### src/rtl/button_conditioner_pkg.sv
// Shared definitions for the button conditioner: channel state encoding,
// default timing parameters and a small state-decode helper.
package button_conditioner_pkg;

  typedef logic [1:0] chan_state_t;

  localparam chan_state_t IDLE         = 2'd0;
  localparam chan_state_t PRESS_WAIT   = 2'd1;
  localparam chan_state_t HELD         = 2'd2;
  localparam chan_state_t RELEASE_WAIT = 2'd3;

  // 10 ms at 50 MHz
  localparam int DEFAULT_DEBOUNCE_CYCLES = 500_000;
  localparam int DEFAULT_CNT_W           = 20;
  localparam int DEFAULT_SYNC_STAGES     = 2;

  // The debounced level is "pressed" while a release has not yet been confirmed.
  function automatic logic state_is_held(input chan_state_t state);
    return (state == HELD) || (state == RELEASE_WAIT);
  endfunction

endpackage

### src/rtl/button_conditioner_debounce_channel.sv
// One button channel: input synchroniser, debounce FSM with stability counter,
// a one-cycle press request and the registered debounced level.
module button_conditioner_debounce_channel
  import button_conditioner_pkg::*;
#(
  parameter int DEBOUNCE_CYCLES = DEFAULT_DEBOUNCE_CYCLES,
  parameter int CNT_W           = DEFAULT_CNT_W,
  parameter int SYNC_STAGES     = DEFAULT_SYNC_STAGES
) (
  input  logic clk,
  input  logic reset,
  input  logic raw,
  output logic press_req,
  output logic held
);

  localparam logic [CNT_W-1:0] CNT_LAST = CNT_W'(DEBOUNCE_CYCLES - 1);

  logic [SYNC_STAGES-1:0] sync_r;
  logic                   s;
  chan_state_t            state_r;
  chan_state_t            next_state_s;
  logic [CNT_W-1:0]       cnt_r;
  logic [CNT_W-1:0]       next_cnt_s;
  logic                   press_req_r;
  logic                   next_press_req_s;
  logic                   held_r;
  logic                   next_held_s;

  assign s = sync_r[SYNC_STAGES-1];

  // Synchroniser chain for the asynchronous raw button level
  always_ff @(posedge clk or posedge reset) begin
    if (reset) begin
      sync_r <= '0;
    end else begin
      sync_r <= {sync_r[SYNC_STAGES-2:0], raw};
    end
  end

  // State, counter and output registers
  always_ff @(posedge clk or posedge reset) begin
    if (reset) begin
      state_r     <= IDLE;
      cnt_r       <= '0;
      press_req_r <= 1'b0;
      held_r      <= 1'b0;
    end else begin
      state_r     <= next_state_s;
      cnt_r       <= next_cnt_s;
      press_req_r <= next_press_req_s;
      held_r      <= next_held_s;
    end
  end

  // Next-state and counter logic; the counter restarts on every state entry
  always_comb begin
    next_state_s = state_r;
    next_cnt_s   = cnt_r;
    case (state_r)
      IDLE: begin
        if (s) begin
          next_state_s = PRESS_WAIT;
          next_cnt_s   = '0;
        end else begin
          next_state_s = IDLE;
          next_cnt_s   = '0;
        end
      end
      PRESS_WAIT: begin
        if (!s) begin
          next_state_s = IDLE;
          next_cnt_s   = '0;
        end else if (cnt_r == CNT_LAST) begin
          next_state_s = HELD;
          next_cnt_s   = '0;
        end else begin
          next_cnt_s   = cnt_r + CNT_W'(1);
        end
      end
      HELD: begin
        if (!s) begin
          next_state_s = RELEASE_WAIT;
          next_cnt_s   = '0;
        end else begin
          next_state_s = HELD;
          next_cnt_s   = '0;
        end
      end
      RELEASE_WAIT: begin
        if (s) begin
          next_state_s = HELD;
          next_cnt_s   = '0;
        end else if (cnt_r == CNT_LAST) begin
          next_state_s = IDLE;
          next_cnt_s   = '0;
        end else begin
          next_cnt_s   = cnt_r + CNT_W'(1);
        end
      end
      default: begin
        next_state_s = IDLE;
        next_cnt_s   = '0;
      end
    endcase
  end

  // Output decode: a request only on the PRESS_WAIT -> HELD transition
  always_comb begin
    next_press_req_s = (state_r == PRESS_WAIT) && s && (cnt_r == CNT_LAST);
    next_held_s      = state_is_held(next_state_s);
  end

  assign press_req = press_req_r;
  assign held      = held_r;

endmodule

### src/rtl/button_conditioner.sv
// Two debounced button channels feeding a registered arbiter that emits one
// press pulse per accepted press and locks out chords between the buttons.
module button_conditioner
  import button_conditioner_pkg::*;
#(
  parameter int DEBOUNCE_CYCLES = DEFAULT_DEBOUNCE_CYCLES,
  parameter int CNT_W           = DEFAULT_CNT_W,
  parameter int SYNC_STAGES     = DEFAULT_SYNC_STAGES
) (
  input  logic clk,
  input  logic reset,
  input  logic btn_higher_raw,
  input  logic btn_lower_raw,
  output logic btn_higher,
  output logic btn_lower,
  output logic higher_held,
  output logic lower_held
);

  logic press_req_h;
  logic press_req_l;
  logic higher_held_int;
  logic lower_held_int;
  logic btn_higher_r;
  logic btn_lower_r;
  logic higher_held_r;
  logic lower_held_r;

  button_conditioner_debounce_channel #(
    .DEBOUNCE_CYCLES (DEBOUNCE_CYCLES),
    .CNT_W           (CNT_W),
    .SYNC_STAGES     (SYNC_STAGES)
  ) u_higher (
    .clk       (clk),
    .reset     (reset),
    .raw       (btn_higher_raw),
    .press_req (press_req_h),
    .held      (higher_held_int)
  );

  button_conditioner_debounce_channel #(
    .DEBOUNCE_CYCLES (DEBOUNCE_CYCLES),
    .CNT_W           (CNT_W),
    .SYNC_STAGES     (SYNC_STAGES)
  ) u_lower (
    .clk       (clk),
    .reset     (reset),
    .raw       (btn_lower_raw),
    .press_req (press_req_l),
    .held      (lower_held_int)
  );

  // Arbitration: simultaneous requests cancel, and a button already down
  // on the other channel blocks the new press entirely
  always_ff @(posedge clk or posedge reset) begin
    if (reset) begin
      btn_higher_r  <= 1'b0;
      btn_lower_r   <= 1'b0;
      higher_held_r <= 1'b0;
      lower_held_r  <= 1'b0;
    end else begin
      btn_higher_r  <= press_req_h & ~press_req_l & ~lower_held_int;
      btn_lower_r   <= press_req_l & ~press_req_h & ~higher_held_int;
      higher_held_r <= higher_held_int;
      lower_held_r  <= lower_held_int;
    end
  end

  assign btn_higher  = btn_higher_r;
  assign btn_lower   = btn_lower_r;
  assign higher_held = higher_held_r;
  assign lower_held  = lower_held_r;

endmodule

### config.mk
export PLATFORM = sky130hd
export DESIGN_NAME = button_conditioner
export DESIGN_NICKNAME = d
export VERILOG_FILES = /design/src/rtl/button_conditioner_pkg.sv /design/src/rtl/button_conditioner_debounce_channel.sv /design/src/rtl/button_conditioner.sv
export SDC_FILE = /design/constraint.sdc
export NUM_CORES = 1
export LEC_CHECK = 0
export CORE_AREA = 2 2 89 91
export CTS_CLUSTER_SIZE = 30
export DETAILED_ROUTE_END_ITERATION = 8
export DIE_AREA = 0 0 91 93
export SLEW_MARGIN = 20
export SYNTH_ARGS = -nofsm -noshare
export SYNTH_HDL_FRONTEND = slang
export SYNTH_SLANG_ARGS = --single-unit
### constraint.sdc
create_clock -name clk -period 3.18 [get_ports clk]
set_input_delay 0.636 -clock clk [delete_from_list [all_inputs] [get_ports clk]]
set_output_delay 0.636 -clock clk [all_outputs]
set_load 0.1 [all_outputs]
==> flow_summary.toml <==
[run_status]
status = "complete, no violations"

[worst_hold_path]
whs_endpoint = "u_lower.sync_r[1]"
worstHoldPathType = "reg2reg"
hold_depth = 0
hp-start = "u_lower.sync_r[0]"

[placement]
port_buffers = 7
place_area_mm2 = 0.00271
pre_cts_slack_ns = 1.14
dp_cells = 346
hpwl_mm = 2.93
gp_congestion = 0.760

[pwr]
p_leak_uw = 0.00109
pwr_density_cell_mw_per_mm2 = 436
vdd_drop_max_mv = 0.303

[grt]
antenna_found_initial = 0
grt_pass1_vias = 1852
grt_start_max_net_pins = 38
overflow = 0
grt_pass1_wl_mm = 8.09
grt.total_usage_pct = 11.5

[logic_synthesis]
async_reset_ff_share_pct = 100
synthCells = 246
avgSynthCellArea_um2 = 10.3
synth-main-ff-cell = "dfrtp_1"
yosysUniqueCellTypes = 33
syn-cell-area_mm2 = 0.00254
synth-edff-count = 0
synth_fp_nets = 252
ys_ff_latch = 56
yosysWarnings = 0
ys_seq_area_share_pct = 55.1

[clocking]
cts_inserted_buffers = 5
post_cts_resize_count = 0
h-tree-depth = 2
cts_buffer_depth = 2
post-cts-setup-buffers = 0
cts_hold_buf = 0
cts.clk_slew.worst_paths_ns = 0.10
cts_tree = "yes"
cts_num_sinks = 56
clock-root-buffer = "clkbuf_8"
clk_latency_ns = 0.31

[critical_path]
worst-path-max-fanout = 5
slowest_stage = "or3_1"
reg2regPathDepth = 5
cp.arrival_ns = 2.27
r2r-start = "u_lower.cnt_r[0]"
path_class = "reg2reg"
crit_path_max_incr_delay_ns = 0.50
required_ns = 3.40
cp_cell_sequence = "ha_1, nand4_1, or3_1, or4_1, a21oi_1"
critPathLaunchType = "flop"
cp-end-kind = "flop"
rr_endpoint = "u_lower.cnt_r[16]"
r2r_setup_slack_ns = 1.14

[cells_and_area]
drive_gt1_share_pct = 8.73
postLayoutCoreUtil_pct = 37.6
nets = 257
final_area_mm2 = 0.00283
fillers = 766
syn_to_final_growth_pct = 11.1
num_antenna_cells = 0
stdcell_count = 354

[sta]
clock_skew_ns = 0.0145
rsz0062_at_grt = "no"
setup_violations = 0
slew_headroom_pct = 58.9
finalHoldViolCount = 0
timing.final.max_slew_violations = 0
setup_tns_ns = 0
min_period_over_period_pct = 64.2
finalCriticalPeriod_ns = 2.04
tightest_slew_ns = 0.617
max_freq_ghz = 0.490
fin_ws_ns = 1.14

[route]
post-route-drc-count = 0
antenna_left = 0
wl_per_cell_um = 12.2
vias_per_cell = 5.01
first_pass_iters = 4
drt-total-wl_mm = 4.32
drt-initial-drc-count = 55
vias = 1775

[job]
cap_violations = 0

[die]
die_area_mm2 = 0.00846
fp.dieH_um = 93
rows = 32
die-width_um = 91
io_pins = 8
start_util_pct = 33.8
core_area_mm2 = 0.00753
-- cell usage in the layout (no fill, tap or decap), types with 2 or more instances in the layout --
| cell type | synthesis | layout |
|---|---|---|
| mux2_2 | 3 | 3 |
| nand4_1 | 10 | 10 |
| clkbuf_8 | 0 | 5 |
| xor2_1 | 12 | 12 |
| inv_1 | 6 | 5 |
| dfrtp_1 | 56 | 56 |
| ha_1 | 2 | 2 |
| nor2_1 | 32 | 32 |
| and2_1 | 2 | 2 |
| or4b_1 | 2 | 2 |
| or3_1 | 6 | 6 |
| xnor2_1 | 15 | 15 |
| nand3_1 | 14 | 14 |
| or2_2 | 2 | 2 |
| buf_4 | 0 | 4 |
| nor4_1 | 8 | 8 |
| nor3b_1 | 4 | 4 |
| clkdlybuf4s50_1 | 0 | 3 |
| nor3_1 | 5 | 5 |
| clkinv_4 | 0 | 2 |
| and4_1 | 3 | 3 |
| a21oi_1 | 11 | 11 |
| o21ai_0 | 4 | 4 |
| o31ai_1 | 7 | 7 |
| nand2_1 | 16 | 16 |
| or4_1 | 8 | 8 |
-- per-layer routing --
layer	GRT usage [%]	vias up	routed length, um
met2	20.1	19	2050
li1	-	878	-
met1	14.5	876	2140
met3	2.18	2	92
met4	3.03	0	34
met5	0	-	0
-- how the worst max path moves through the flow --
stage	slack [ns]	to	startpoint	cells after the start
4_1_cts	1.12	u_lower.cnt_r[16]	u_lower.cnt_r[0]	5
5_1_grt	0.99	u_lower.cnt_r[18]	u_lower.cnt_r[0]	5
3_3_place_gp	1.22	u_lower.cnt_r[18]	u_lower.cnt_r[0]	5
6_report	1.14	u_lower.cnt_r[16]	u_lower.cnt_r[0]	5
2_1_floorplan	1.17	btn_higher	reset	1
3_5_place_dp	1.14	u_lower.cnt_r[16]	u_lower.cnt_r[0]	5
-- synthesized netlist by cell type, types with 2 or more instances --
| master | count | share of area, % |
|---|---|---|
| nor4_1 | 8 | 2.0 |
| or4b_1 | 2 | 0.79 |
| nand2_1 | 16 | 2.4 |
| nor3b_1 | 4 | 1.2 |
| xnor2_1 | 15 | 5.2 |
| a21oi_1 | 11 | 2.2 |
| nor2_1 | 32 | 4.7 |
| o31ai_1 | 7 | 2.1 |
| dfrtp_1 | 56 | 55 |
| or3_1 | 6 | 1.5 |
| or4_1 | 8 | 2.4 |
| nor3_1 | 5 | 0.98 |
| buf_2 | 3 | 0.59 |
| nand3_1 | 14 | 2.8 |
| o21ai_0 | 4 | 0.79 |
| inv_1 | 6 | 0.88 |
| and2_1 | 2 | 0.49 |
| nand4_1 | 10 | 2.5 |
| mux2_2 | 3 | 1.3 |
| ha_1 | 2 | 0.98 |
| xor2_1 | 12 | 4.1 |
| or2_2 | 2 | 0.49 |
| clkbuf_1 | 5 | 0.74 |
| buf_1 | 2 | 0.30 |
| and4_1 | 3 | 1.0 |
-- worst max-delay path: cells and delay by family, from the launching register on --
kind	cells	cell delay, ns
DFF	1	0.39
adders and majority gates	1	0.24
and+or+nand+nor	3	1.18
AOI/OAI and AO/OA	1	0.16
-- stage by stage --
stage               total power (uW)  hold slack, ns
floorplan                        759           0.331
global placement                 773           0.333
detailed placement               774           0.339
CTS                             1250           0.362
global route                    1290           0.369
finish                          1230           0.358
-- final cells by class --
type                            instances  area (um2)  area share, %
Clock inverter                          3        47.5           1.68
Clock buffer                            5        68.8           2.43
Timing Repair Buffer                    8        80.1           2.83
Sequential cell                        56        1400           49.6
Multi-Input combinational cell        174        1080           38.2
Tap cell                              102         128           4.51
Inverter                                6        22.5          0.796
-- kinds of logic after synthesis --
family	count (synthesis)	share of synthesized area (%)
flops	56	55.1
simple gates	117	24.7
compound gates	24	5.65
xor+xnor	27	9.29
buf+inv	16	2.51
fa+ha+maj	2	0.983
mux	4	1.77
-- power by group --
group | leakage, uW | internal, uW | total, uW | switching, uW
registers | 0.000767 | 718 | 722 | 4.33
clock network | 0.0000583 | 238 | 476 | 238
logic | 0.000270 | 10.4 | 35.5 | 25.1
-- state kept, by name (all words and copies together) (netlist names), 2 cells and up --
signal            count
u_higher.cnt_r       20
u_lower.sync_r        2
u_higher.state_r      2
u_lower.state_r       2
u_lower.cnt_r        20
u_higher.sync_r       2
No activity file was read; power rests on OpenSTA's default activity.
